[src/rtl/decode_stage_pkg.sv]
// decode_stage_pkg
// Shared types for the RV32I decode stage: instruction class and ALU
// operation enums, funct3 enums, opcode constants, the decoded_t record
// stored in the output queue, and the PC_JMP_* / WR_SRC_* encodings.
// The RV32M ALU members are always declared; whether the decoder produces
// them depends on the DECODE_RV32M_EN macro (see decode_logic).
package decode_stage_pkg;

    localparam logic [6:0] OP_R  = 7'b0110011;
    localparam logic [6:0] OP_I  = 7'b0010011;
    localparam logic [6:0] OP_L  = 7'b0000011;
    localparam logic [6:0] OP_S  = 7'b0100011;
    localparam logic [6:0] OP_B  = 7'b1100011;
    localparam logic [6:0] OP_J  = 7'b1101111;
    localparam logic [6:0] OP_JR = 7'b1100111;
    localparam logic [6:0] OP_U  = 7'b0110111;
    localparam logic [6:0] OP_UA = 7'b0010111;

    localparam logic [6:0] FUNCT7_M = 7'b0000001;

    localparam logic [2:0] PC_JMP_NONE = 3'd0;
    localparam logic [2:0] PC_JMP_JAL  = 3'd1;
    localparam logic [2:0] PC_JMP_BT   = 3'd2;  // branch if ALU compare true
    localparam logic [2:0] PC_JMP_BF   = 3'd3;  // branch if ALU compare false
    localparam logic [2:0] PC_JMP_JALR = 3'd4;

    localparam logic [1:0] WR_SRC_ALU = 2'd0;
    localparam logic [1:0] WR_SRC_MEM = 2'd1;
    localparam logic [1:0] WR_SRC_PC4 = 2'd2;
    localparam logic [1:0] WR_SRC_IMM = 2'd3;

    // INST_R must stay 0: an empty queue and an illegal word both read as R.
    typedef enum logic [3:0] {
        INST_R, INST_I, INST_L, INST_S, INST_B, INST_J, INST_JR, INST_U, INST_UA
    } inst_type_t;

    // ALU_ADD must stay 0 so an all-zero record decodes as a harmless ADD.
    // The eight M ops are contiguous in funct3 order.
    typedef enum logic [5:0] {
        ALU_ADD, ALU_SUB, ALU_SLL, ALU_SLT, ALU_SLTU, ALU_XOR, ALU_SRL, ALU_SRA,
        ALU_OR, ALU_AND, ALU_ADDI, ALU_SLTI, ALU_SLTIU, ALU_XORI, ALU_ORI,
        ALU_ANDI, ALU_SLLI, ALU_SRLI, ALU_SRAI, ALU_EQL, ALU_LT, ALU_GE,
        ALU_LTU, ALU_GEU, ALU_ADDPC, ALU_MUL, ALU_MULH, ALU_MULHSU, ALU_MULHU,
        ALU_DIV, ALU_DIVU, ALU_REM, ALU_REMU
    } ALU_func_t;

    typedef enum logic [2:0] {
        F3R_ADD, F3R_SLL, F3R_SLT, F3R_SLTU, F3R_XOR, F3R_SRL, F3R_OR, F3R_AND
    } r_funct3_t;

    typedef enum logic [2:0] {
        F3I_ADDI, F3I_SLLI, F3I_SLTI, F3I_SLTIU, F3I_XORI, F3I_SRLI, F3I_ORI, F3I_ANDI
    } i_funct3_t;

    typedef enum logic [2:0] {
        F3B_BEQ = 3'd0, F3B_BNE = 3'd1, F3B_BLT = 3'd4,
        F3B_BGE = 3'd5, F3B_BLTU = 3'd6, F3B_BGEU = 3'd7
    } b_funct3_t;

    typedef enum logic [2:0] {
        F3L_LB = 3'd0, F3L_LH = 3'd1, F3L_LW = 3'd2, F3L_LBU = 3'd4, F3L_LHU = 3'd5
    } l_funct3_t;

    typedef enum logic [2:0] {
        F3S_SB = 3'd0, F3S_SH = 3'd1, F3S_SW = 3'd2
    } s_funct3_t;

    // Immediates are at most 32 significant bits; the stage sign-extends to XLEN.
    typedef struct packed {
        logic [4:0]  rd;
        logic [4:0]  rs1;
        logic [4:0]  rs2;
        logic [31:0] imm;
        inst_type_t  inst_type;
        logic        rd_en1;
        logic        rd_en2;
        logic [2:0]  wr_en;
        logic        mem_rd;
        logic        mem_wr;
        logic [2:0]  mem_size;
        ALU_func_t   alu_func;
        logic [2:0]  pc_jmp;
        logic        illegal;
    } decoded_t;

    function automatic logic [31:0] sext12(input logic [11:0] v);
        return {{20{v[11]}}, v};
    endfunction

    function automatic ALU_func_t m_func(input logic [2:0] funct3);
        return ALU_func_t'(6'(ALU_MUL) + {3'b000, funct3});
    endfunction

endpackage

[src/rtl/decode_stage_if.sv]
// decode_stage_if
// Fetch-side and execute-side handshake bundle of the decode stage.
//   master: environment (drives in_*, flush, out_ready; observes the rest)
//   slave : decode_stage
// Handshake: a transfer happens on a rising clk edge where valid && ready;
// the producer holds payload while valid && !ready. flush overrides both
// sides for that cycle.
interface decode_stage_if #(
    parameter int XLEN = 32
);
    import decode_stage_pkg::*;

    logic            in_valid;
    logic            in_ready;
    logic [XLEN-1:0] in_pc;
    logic [31:0]     instruction;
    logic            flush;
    logic            out_valid;
    logic            out_ready;
    logic [XLEN-1:0] out_pc;
    logic [4:0]      rd;
    logic [4:0]      rs1;
    logic [4:0]      rs2;
    logic [XLEN-1:0] imm;
    inst_type_t      inst_type;
    logic            rd_en1;
    logic            rd_en2;
    logic [2:0]      wr_en;
    logic            mem_rd;
    logic            mem_wr;
    logic [2:0]      mem_size;
    ALU_func_t       ALU_func;
    logic [2:0]      pc_jmp;
    logic            illegal;

    modport master (
        output in_valid, in_pc, instruction, flush, out_ready,
        input  in_ready, out_valid, out_pc, rd, rs1, rs2, imm, inst_type,
               rd_en1, rd_en2, wr_en, mem_rd, mem_wr, mem_size, ALU_func,
               pc_jmp, illegal
    );

    modport slave (
        input  in_valid, in_pc, instruction, flush, out_ready,
        output in_ready, out_valid, out_pc, rd, rs1, rs2, imm, inst_type,
               rd_en1, rd_en2, wr_en, mem_rd, mem_wr, mem_size, ALU_func,
               pc_jmp, illegal
    );
endinterface

[src/rtl/decode_stage_decode_logic.sv]
// decode_logic
// Purely combinational RV32I decoder.
//   instr_i : raw 32-bit instruction
//   dec_o   : decoded_t record (register fields, immediate, enables, ALU op)
// Macro DECODE_RV32M_EN: when defined, R-type funct7=0000001 decodes to the
// RV32M ops; otherwise those encodings are flagged illegal.
module decode_logic
    import decode_stage_pkg::*;
(
    input  logic [31:0] instr_i,
    output decoded_t    dec_o
);

    logic [6:0] opcode;
    logic [2:0] funct3;
    logic [6:0] funct7;
    logic       alt;   // instr[30]: selects SUB / SRA / SRAI

    assign opcode = instr_i[6:0];
    assign funct3 = instr_i[14:12];
    assign funct7 = instr_i[31:25];
    assign alt    = instr_i[30];

    always_comb begin
        dec_o     = '0;
        dec_o.rd  = instr_i[11:7];
        dec_o.rs1 = instr_i[19:15];
        dec_o.rs2 = instr_i[24:20];
        case (opcode)
            OP_R: begin
                dec_o.inst_type = INST_R;
                dec_o.rd_en1    = 1'b1;
                dec_o.rd_en2    = 1'b1;
                dec_o.wr_en     = {WR_SRC_ALU, 1'b1};
                if (funct7 == FUNCT7_M) begin
`ifdef DECODE_RV32M_EN
                    dec_o.alu_func = m_func(funct3);
`else
                    dec_o.illegal  = 1'b1;
`endif
                end else begin
                    case (funct3)
                        F3R_ADD:  dec_o.alu_func = alt ? ALU_SUB : ALU_ADD;
                        F3R_SLL:  dec_o.alu_func = ALU_SLL;
                        F3R_SLT:  dec_o.alu_func = ALU_SLT;
                        F3R_SLTU: dec_o.alu_func = ALU_SLTU;
                        F3R_XOR:  dec_o.alu_func = ALU_XOR;
                        F3R_SRL:  dec_o.alu_func = alt ? ALU_SRA : ALU_SRL;
                        F3R_OR:   dec_o.alu_func = ALU_OR;
                        default:  dec_o.alu_func = ALU_AND;
                    endcase
                end
            end
            OP_I: begin
                dec_o.inst_type = INST_I;
                dec_o.imm       = sext12(instr_i[31:20]);
                dec_o.rd_en1    = 1'b1;
                dec_o.wr_en     = {WR_SRC_ALU, 1'b1};
                case (funct3)
                    F3I_ADDI:  dec_o.alu_func = ALU_ADDI;
                    F3I_SLLI:  dec_o.alu_func = ALU_SLLI;
                    F3I_SLTI:  dec_o.alu_func = ALU_SLTI;
                    F3I_SLTIU: dec_o.alu_func = ALU_SLTIU;
                    F3I_XORI:  dec_o.alu_func = ALU_XORI;
                    F3I_SRLI:  dec_o.alu_func = alt ? ALU_SRAI : ALU_SRLI;
                    F3I_ORI:   dec_o.alu_func = ALU_ORI;
                    default:   dec_o.alu_func = ALU_ANDI;
                endcase
            end
            OP_L: begin
                dec_o.inst_type = INST_L;
                dec_o.imm       = sext12(instr_i[31:20]);
                dec_o.rd_en1    = 1'b1;
                dec_o.wr_en     = {WR_SRC_MEM, 1'b1};
                dec_o.mem_rd    = 1'b1;
                dec_o.mem_size  = funct3;
                dec_o.alu_func  = ALU_ADD;
            end
            OP_S: begin
                dec_o.inst_type = INST_S;
                dec_o.imm       = sext12({instr_i[31:25], instr_i[11:7]});
                dec_o.rd_en1    = 1'b1;
                dec_o.rd_en2    = 1'b1;
                dec_o.mem_wr    = 1'b1;
                dec_o.mem_size  = funct3;
                dec_o.alu_func  = ALU_ADD;
            end
            OP_B: begin
                dec_o.inst_type = INST_B;
                dec_o.imm       = {{19{instr_i[31]}}, instr_i[31], instr_i[7],
                                   instr_i[30:25], instr_i[11:8], 1'b0};
                dec_o.rd_en1    = 1'b1;
                dec_o.rd_en2    = 1'b1;
                dec_o.pc_jmp    = PC_JMP_BT;
                case (funct3)
                    F3B_BEQ:  dec_o.alu_func = ALU_EQL;
                    F3B_BNE: begin
                        dec_o.alu_func = ALU_EQL;
                        dec_o.pc_jmp   = PC_JMP_BF;
                    end
                    F3B_BLT:  dec_o.alu_func = ALU_LT;
                    F3B_BGE:  dec_o.alu_func = ALU_GE;
                    F3B_BLTU: dec_o.alu_func = ALU_LTU;
                    F3B_BGEU: dec_o.alu_func = ALU_GEU;
                    default:  dec_o.illegal  = 1'b1;  // funct3 010/011 unassigned
                endcase
            end
            OP_J: begin
                dec_o.inst_type = INST_J;
                dec_o.imm       = {{11{instr_i[31]}}, instr_i[31], instr_i[19:12],
                                   instr_i[20], instr_i[30:21], 1'b0};
                dec_o.wr_en     = {WR_SRC_PC4, 1'b1};
                dec_o.pc_jmp    = PC_JMP_JAL;
            end
            OP_JR: begin
                dec_o.inst_type = INST_JR;
                dec_o.imm       = sext12(instr_i[31:20]);
                dec_o.rd_en1    = 1'b1;
                dec_o.wr_en     = {WR_SRC_PC4, 1'b1};
                dec_o.pc_jmp    = PC_JMP_JALR;
                dec_o.alu_func  = ALU_ADD;
            end
            OP_U: begin
                dec_o.inst_type = INST_U;
                dec_o.imm       = {instr_i[31:12], 12'b0};
                dec_o.wr_en     = {WR_SRC_IMM, 1'b1};
            end
            OP_UA: begin
                dec_o.inst_type = INST_UA;
                dec_o.imm       = {instr_i[31:12], 12'b0};
                dec_o.wr_en     = {WR_SRC_ALU, 1'b1};
                dec_o.alu_func  = ALU_ADDPC;
            end
            default: dec_o.illegal = 1'b1;
        endcase

        // An illegal word carries nothing but the flag.
        if (dec_o.illegal) begin
            dec_o         = '0;
            dec_o.illegal = 1'b1;
        end
    end

endmodule

[src/rtl/decode_stage.sv]
// decode_stage
// RV32I decode stage: decodes {pc, instruction} words and buffers the
// results in a DEPTH-entry circular queue between fetch and execute.
//   clk, rst_n : clock, asynchronous active-low reset
//   bus        : decode_stage_if.slave (in_* / flush from fetch, out_* to
//                execute, decoded payload of the head entry)
// Parameters XLEN (data/PC width, >= 32) and DEPTH (power of two, >= 2).
// Macro DECODE_RV32M_EN enables RV32M decode inside decode_logic.
module decode_stage
    import decode_stage_pkg::*;
#(
    parameter int XLEN  = 32,
    parameter int DEPTH = 2
) (
    input  logic          clk,
    input  logic          rst_n,
    decode_stage_if.slave bus
);

    localparam int              PTR_W   = $clog2(DEPTH);
    localparam logic [PTR_W:0]  DEPTH_C = (PTR_W + 1)'(DEPTH);
    localparam logic [PTR_W:0]  CNT_ONE = 1;
    localparam logic [PTR_W-1:0] PTR_ONE = 1;

    logic [PTR_W-1:0] wr_ptr_q, wr_ptr_d;
    logic [PTR_W-1:0] rd_ptr_q, rd_ptr_d;
    logic [PTR_W:0]   count_q, count_d;
    decoded_t         dec_mem_q [DEPTH];
    logic [XLEN-1:0]  pc_mem_q  [DEPTH];

    decoded_t         dec_w;
    decoded_t         head;
    logic [XLEN-1:0]  head_pc;
    logic             push;
    logic             pop;

    decode_logic u_decode (
        .instr_i (bus.instruction),
        .dec_o   (dec_w)
    );

    // in_ready looks only at the registered count, so a pop in the same
    // cycle does not open the input: no out_ready -> in_ready path.
    assign bus.in_ready  = (count_q < DEPTH_C);
    assign bus.out_valid = (count_q != '0);
    assign push = bus.in_valid && bus.in_ready && !bus.flush;
    assign pop  = bus.out_valid && bus.out_ready && !bus.flush;

    always_comb begin
        wr_ptr_d = wr_ptr_q;
        rd_ptr_d = rd_ptr_q;
        count_d  = count_q;
        if (bus.flush) begin
            wr_ptr_d = '0;
            rd_ptr_d = '0;
            count_d  = '0;
        end else begin
            // DEPTH is a power of two, so pointer overflow is the wrap.
            if (push) wr_ptr_d = wr_ptr_q + PTR_ONE;
            if (pop)  rd_ptr_d = rd_ptr_q + PTR_ONE;
            case ({push, pop})
                2'b10:   count_d = count_q + CNT_ONE;
                2'b01:   count_d = count_q - CNT_ONE;
                default: count_d = count_q;
            endcase
        end
    end

    always_ff @(posedge clk or negedge rst_n) begin
        if (!rst_n) begin
            wr_ptr_q <= '0;
            rd_ptr_q <= '0;
            count_q  <= '0;
        end else begin
            wr_ptr_q <= wr_ptr_d;
            rd_ptr_q <= rd_ptr_d;
            count_q  <= count_d;
        end
    end

    // Payload storage needs no reset: it is only visible while count != 0.
    always_ff @(posedge clk) begin
        if (push) begin
            dec_mem_q[wr_ptr_q] <= dec_w;
            pc_mem_q[wr_ptr_q]  <= bus.in_pc;
        end
    end

    always_comb begin
        head    = '0;
        head_pc = '0;
        if (bus.out_valid) begin
            head    = dec_mem_q[rd_ptr_q];
            head_pc = pc_mem_q[rd_ptr_q];
        end
    end

    assign bus.out_pc    = head_pc;
    assign bus.rd        = head.rd;
    assign bus.rs1       = head.rs1;
    assign bus.rs2       = head.rs2;
    assign bus.imm       = XLEN'($signed(head.imm));
    assign bus.inst_type = head.inst_type;
    assign bus.rd_en1    = head.rd_en1;
    assign bus.rd_en2    = head.rd_en2;
    assign bus.wr_en     = head.wr_en;
    assign bus.mem_rd    = head.mem_rd;
    assign bus.mem_wr    = head.mem_wr;
    assign bus.mem_size  = head.mem_size;
    assign bus.ALU_func  = head.alu_func;
    assign bus.pc_jmp    = head.pc_jmp;
    assign bus.illegal   = head.illegal;

endmodule

[src/flat_wrapper.sv]
// flat-port wrapper written by rule: the top's interface ports become plain ports
module decode_stage_flat import decode_stage_pkg::*;
#(
    parameter int XLEN  = 32,
    parameter int DEPTH = 2
)
  (clk, rst_n, bus_in_valid, bus_in_pc, bus_instruction, bus_flush, bus_out_ready, bus_in_ready, bus_out_valid, bus_out_pc, bus_rd, bus_rs1, bus_rs2, bus_imm, bus_inst_type, bus_rd_en1, bus_rd_en2, bus_wr_en, bus_mem_rd, bus_mem_wr, bus_mem_size, bus_ALU_func, bus_pc_jmp, bus_illegal);
  decode_stage_if #(.XLEN(XLEN)) bus_i ();
  input  logic clk;
  input  logic rst_n;
  input wire logic [$bits(bus_i.in_valid)-1:0] bus_in_valid;
  input wire logic [$bits(bus_i.in_pc)-1:0] bus_in_pc;
  input wire logic [$bits(bus_i.instruction)-1:0] bus_instruction;
  input wire logic [$bits(bus_i.flush)-1:0] bus_flush;
  input wire logic [$bits(bus_i.out_ready)-1:0] bus_out_ready;
  output wire logic [$bits(bus_i.in_ready)-1:0] bus_in_ready;
  output wire logic [$bits(bus_i.out_valid)-1:0] bus_out_valid;
  output wire logic [$bits(bus_i.out_pc)-1:0] bus_out_pc;
  output wire logic [$bits(bus_i.rd)-1:0] bus_rd;
  output wire logic [$bits(bus_i.rs1)-1:0] bus_rs1;
  output wire logic [$bits(bus_i.rs2)-1:0] bus_rs2;
  output wire logic [$bits(bus_i.imm)-1:0] bus_imm;
  output wire logic [$bits(bus_i.inst_type)-1:0] bus_inst_type;
  output wire logic [$bits(bus_i.rd_en1)-1:0] bus_rd_en1;
  output wire logic [$bits(bus_i.rd_en2)-1:0] bus_rd_en2;
  output wire logic [$bits(bus_i.wr_en)-1:0] bus_wr_en;
  output wire logic [$bits(bus_i.mem_rd)-1:0] bus_mem_rd;
  output wire logic [$bits(bus_i.mem_wr)-1:0] bus_mem_wr;
  output wire logic [$bits(bus_i.mem_size)-1:0] bus_mem_size;
  output wire logic [$bits(bus_i.ALU_func)-1:0] bus_ALU_func;
  output wire logic [$bits(bus_i.pc_jmp)-1:0] bus_pc_jmp;
  output wire logic [$bits(bus_i.illegal)-1:0] bus_illegal;
  assign bus_i.in_valid = bus_in_valid;
  assign bus_i.in_pc = bus_in_pc;
  assign bus_i.instruction = bus_instruction;
  assign bus_i.flush = bus_flush;
  assign bus_i.out_ready = bus_out_ready;
  assign bus_in_ready = bus_i.in_ready;
  assign bus_out_valid = bus_i.out_valid;
  assign bus_out_pc = bus_i.out_pc;
  assign bus_rd = bus_i.rd;
  assign bus_rs1 = bus_i.rs1;
  assign bus_rs2 = bus_i.rs2;
  assign bus_imm = bus_i.imm;
  assign bus_inst_type = bus_i.inst_type;
  assign bus_rd_en1 = bus_i.rd_en1;
  assign bus_rd_en2 = bus_i.rd_en2;
  assign bus_wr_en = bus_i.wr_en;
  assign bus_mem_rd = bus_i.mem_rd;
  assign bus_mem_wr = bus_i.mem_wr;
  assign bus_mem_size = bus_i.mem_size;
  assign bus_ALU_func = bus_i.ALU_func;
  assign bus_pc_jmp = bus_i.pc_jmp;
  assign bus_illegal = bus_i.illegal;
  decode_stage #(.XLEN(XLEN), .DEPTH(DEPTH)) u_core (.clk(clk), .rst_n(rst_n), .bus(bus_i));
endmodule
[config.mk]
export PLATFORM = sky130hd
export DESIGN_NAME = decode_stage_flat
export DESIGN_NICKNAME = d
export VERILOG_FILES = /design/src/rtl/decode_stage_pkg.sv /design/src/rtl/decode_stage_if.sv /design/src/rtl/decode_stage_decode_logic.sv /design/src/rtl/decode_stage.sv /design/src/flat_wrapper.sv
export SDC_FILE = /design/constraint.sdc
export NUM_CORES = 1
export LEC_CHECK = 0
export CORE_AREA = 2 2 154 156
export CTS_CLUSTER_SIZE = 10
export DETAILED_ROUTE_END_ITERATION = 6
export DIE_AREA = 0 0 156 158
export PLACE_DENSITY = 0.7
export SLEW_MARGIN = 20
export SYNTH_ARGS = -nofsm -noshare
export SYNTH_HDL_FRONTEND = slang
export SYNTH_SLANG_ARGS = --single-unit
[constraint.sdc]
create_clock -name clk -period 9.9 [get_ports clk]
set_input_delay 0.99 -clock clk [delete_from_list [all_inputs] [get_ports clk]]
set_output_delay 0.99 -clock clk [all_outputs]
set_load 0.05 [all_outputs]
==> run metrics <==
status=finished clean; GRT overflow=0; Vias/cell=5.17; CTS tree=yes; most area-consuming cells after synthesis=edfxtp_1, mux2i_1, nor2_1; Post-Route WL=21000 um; Slew HR=0.331; # nets final=908; Yosys top cell by area=edfxtp_1; Die Span Y=158 um; FP Rows=56; PostCTS Resize Cnt=0; Post-CTS Setup Inserts=0; WL/cell=18.5 um; number of synthesized register bits=208; Post-synth ARST share=0.0192; pre-CTS setup slack=5.64 ns; Core ar.=0.0231 mm^2; reg2reg setup slack=7.86 ns; top-level port count=174; First-pass DRT Iterations=5; Hold Crit Endpoint=u_core.wr_ptr_q; LEAKAGE=3.96 nW; Post-synth top flop=edfxtp_1; pin count of the biggest net entering global routing=104; Starting DRT DRC Count=437; reg2reg start=u_core.count_q[1]; post-route setup slack=5.19 ns; Yosys warnings=0; Yosys top cell area share=0.674; dpl hpwl=13400 um; # fillers=2001; Post-CTS Hold Fix Bufs=0; Crit. End Element=primary output; unrepaired setup endpoints after global routing=false; synthesized area per cell=13.4 um^2; Mapped Cells=677; worst reg-to-reg path cell count=4; CTS Sinks=208; CTS H-tree depth=1; Final Hold Viols=0; global router's overall resource usage=0.167; Final Wtd Congestion=0.870; Skew-Pair Late Insertion Delay=0.50 ns; port buffer count=172; kind of critical path=register to primary output; Slew @ Worst Pin=1.00 ns; Power Dens Cells=186 mW/mm^2; max-capacitance violation count=0; Fin Clk Skew=0.00923 ns; Synth Net Count=746; Die ar.=0.0246 mm^2; Die Wd=156 um; max incr delay on CP=1.01 ns; maximum vdd drop=96.3 uV; final setup vio count=0; WP data arrival=3.72 ns; initial antenna violation count=0; Worst-path clk slew=0.05 ns; startpoint types=register; Achievable Freq=0.212 GHz; Reg-to-Reg End=u_core.pc_mem_q[1][8]; cts bufs inserted=24; first-pass GRT wire length=31900 um; number of diodes=0; hold-critical path depth=2; worst path required time=8.91 ns; Synth cell types=52; setup TNS=0 ns; number of enable flip-flop cells after synthesis=204; DR vias=5873; Tmin final=4.71 ns; Max Buffers Root-to-Sink=3; HP Class=register to register; P&R area growth vs syn=28.9%; Initial Util=0.394; hold path startpoint=u_core.wr_ptr_q; post-synthesis cell area=0.00909 mm^2; Final Cycle Share=0.476; Slowest-stage cell, CP=dfrtp_4; CTS root buf=clkbuf_16; vias in the first global route=5781; maximum fanout along the worst path=56; crit path cell chain=buf_4 > mux2i_1 > nor2_1 > clkdlybuf4s50_1; sequential area share after synthesis=0.685; share of cells above drive strength 1=0.0543; Remaining DRCs=0; fin. max-slew vios=0; Detail Route Antenna Nets=0
## power by group
| part | internal [mW] | total (mW) | switching, mW |
|---|---|---|---|
| clock | 0.453 | 0.763 | 0.310 |
| combinational | 0.136 | 0.394 | 0.258 |
| sequential | 1.00 | 1.02 | 0.0176 |
## flip-flops by register name (all words and copies together), names as in the netlist
signal            cells
u_core.pc_mem_q      64
u_core.count_q        2
u_core.wr_ptr_q       1
u_core.dec_mem_q    140
u_core.rd_ptr_q       1
## worst max-delay path, delay by kind of cell, from the launching register on
| kind | cells | cell delay, ns |
|---|---|---|
| muxes | 1 | 0.29 |
| and+or+nand+nor | 1 | 0.14 |
| buffers and inverters | 2 | 1.72 |
| DFF | 1 | 1.01 |
## layout make-up
cell class	instances	area [um^2]	area share
Sequential cell	208	6230	0.531
Multi-Input combinational cell	420	2670	0.228
Timing Repair Buffer	178	1770	0.151
Clock buffer	34	659	0.0563
Tap cell	290	363	0.0310
Inverter	7	26.3	0.00224
## synthesized netlist by cell type (all sizes together) (3+ instances only)
library cell,n
a21oi,31
mux2i,102
and4b,3
edfxtp,204
nand2,42
nor3,10
and2,6
o21ai,13
dfrtp,4
clkbuf,24
nand2b,6
nor3b,4
and3,24
inv,7
nor2,129
buf,18
nor2b,6
a31oi,4
a22oi,5
## logic make-up (layout without fill, tap and decap cells)
| group | after synthesis | in the layout | share of synthesized area |
|---|---|---|---|
| AND/OR/NAND/NOR | 244 | 244 | 0.127 |
| other | 1 | 1 | 0.000412 |
| flip-flops | 208 | 208 | 0.685 |
| buffers and inverters | 49 | 219 | 0.0234 |
| multiplexers | 102 | 102 | 0.112 |
| XOR/XNOR | 4 | 4 | 0.00385 |
| AO/OA/AOI/OAI | 69 | 69 | 0.0484 |
## worst max-delay path by stage
stage / start / to / cells after the start
2_1_floorplan: bus_in_valid / u_core.dec_mem_q[1][0] / 2
3_3_place_gp: u_core.rd_ptr_q / bus_imm[3] / 4
3_5_place_dp: u_core.rd_ptr_q / bus_imm[3] / 4
4_1_cts: u_core.rd_ptr_q / bus_imm[3] / 4
5_1_grt: u_core.rd_ptr_q / bus_imm[4] / 4
6_report: u_core.rd_ptr_q / bus_imm[3] / 4
## routing by layer
metal / part of all wire / vias up / track usage
li1: - / 2804 / -
met1: 0.44 / 2838 / 0.225
met2: 0.47 / 194 / 0.273
met3: 0.067 / 37 / 0.0383
met4: 0.021 / 0 / 0.0459
met5: 0 / - / 0
## metrics by stage
step | instance area, um^2 | util | std cells | hold WS, ns | power, mW
global route | 11700 | 0.508 | 1137 | 0.643 | 2.26
detailed placement | 11100 | 0.480 | 1103 | 0.571 | 1.43
global placement | 11100 | 0.480 | 1103 | 0.563 | 1.43
floorplan | 9090 | - | 677 | 0.525 | 1.29
finish | 11700 | 0.508 | 1137 | 0.583 | 2.17
CTS | 11700 | 0.508 | 1137 | 0.587 | 2.20
## cell usage in the layout, fill, tap and decap left out, drive strengths merged, types with 2 or more instances in the layout
master         synthesis  routed
edfxtp               204     204
clkdlybuf4s50          0     172
nor2                 129     129
mux2i                102     102
nand2                 42      42
clkbuf                24      34
a21oi                 31      31
and3                  24      24
o21ai                 13      13
nor3                  10      10
inv                    7       7
nand2b                 6       6
and2                   6       6
nor2b                  6       6
buf                   18       6
a22oi                  5       5
a31oi                  4       4
nor3b                  4       4
dfrtp                  4       4
and4b                  3       3
a211o                  2       2
nand4                  2       2
or3                    2       2
a22o                   2       2
xor2                   2       2
xnor2                  2       2
o221ai                 2       2
o32ai                  2       2
a211oi                 2       2
or4                    2       2
a311oi                 2       2
nand3                  2       2
(Power assumes the default switching activity.)
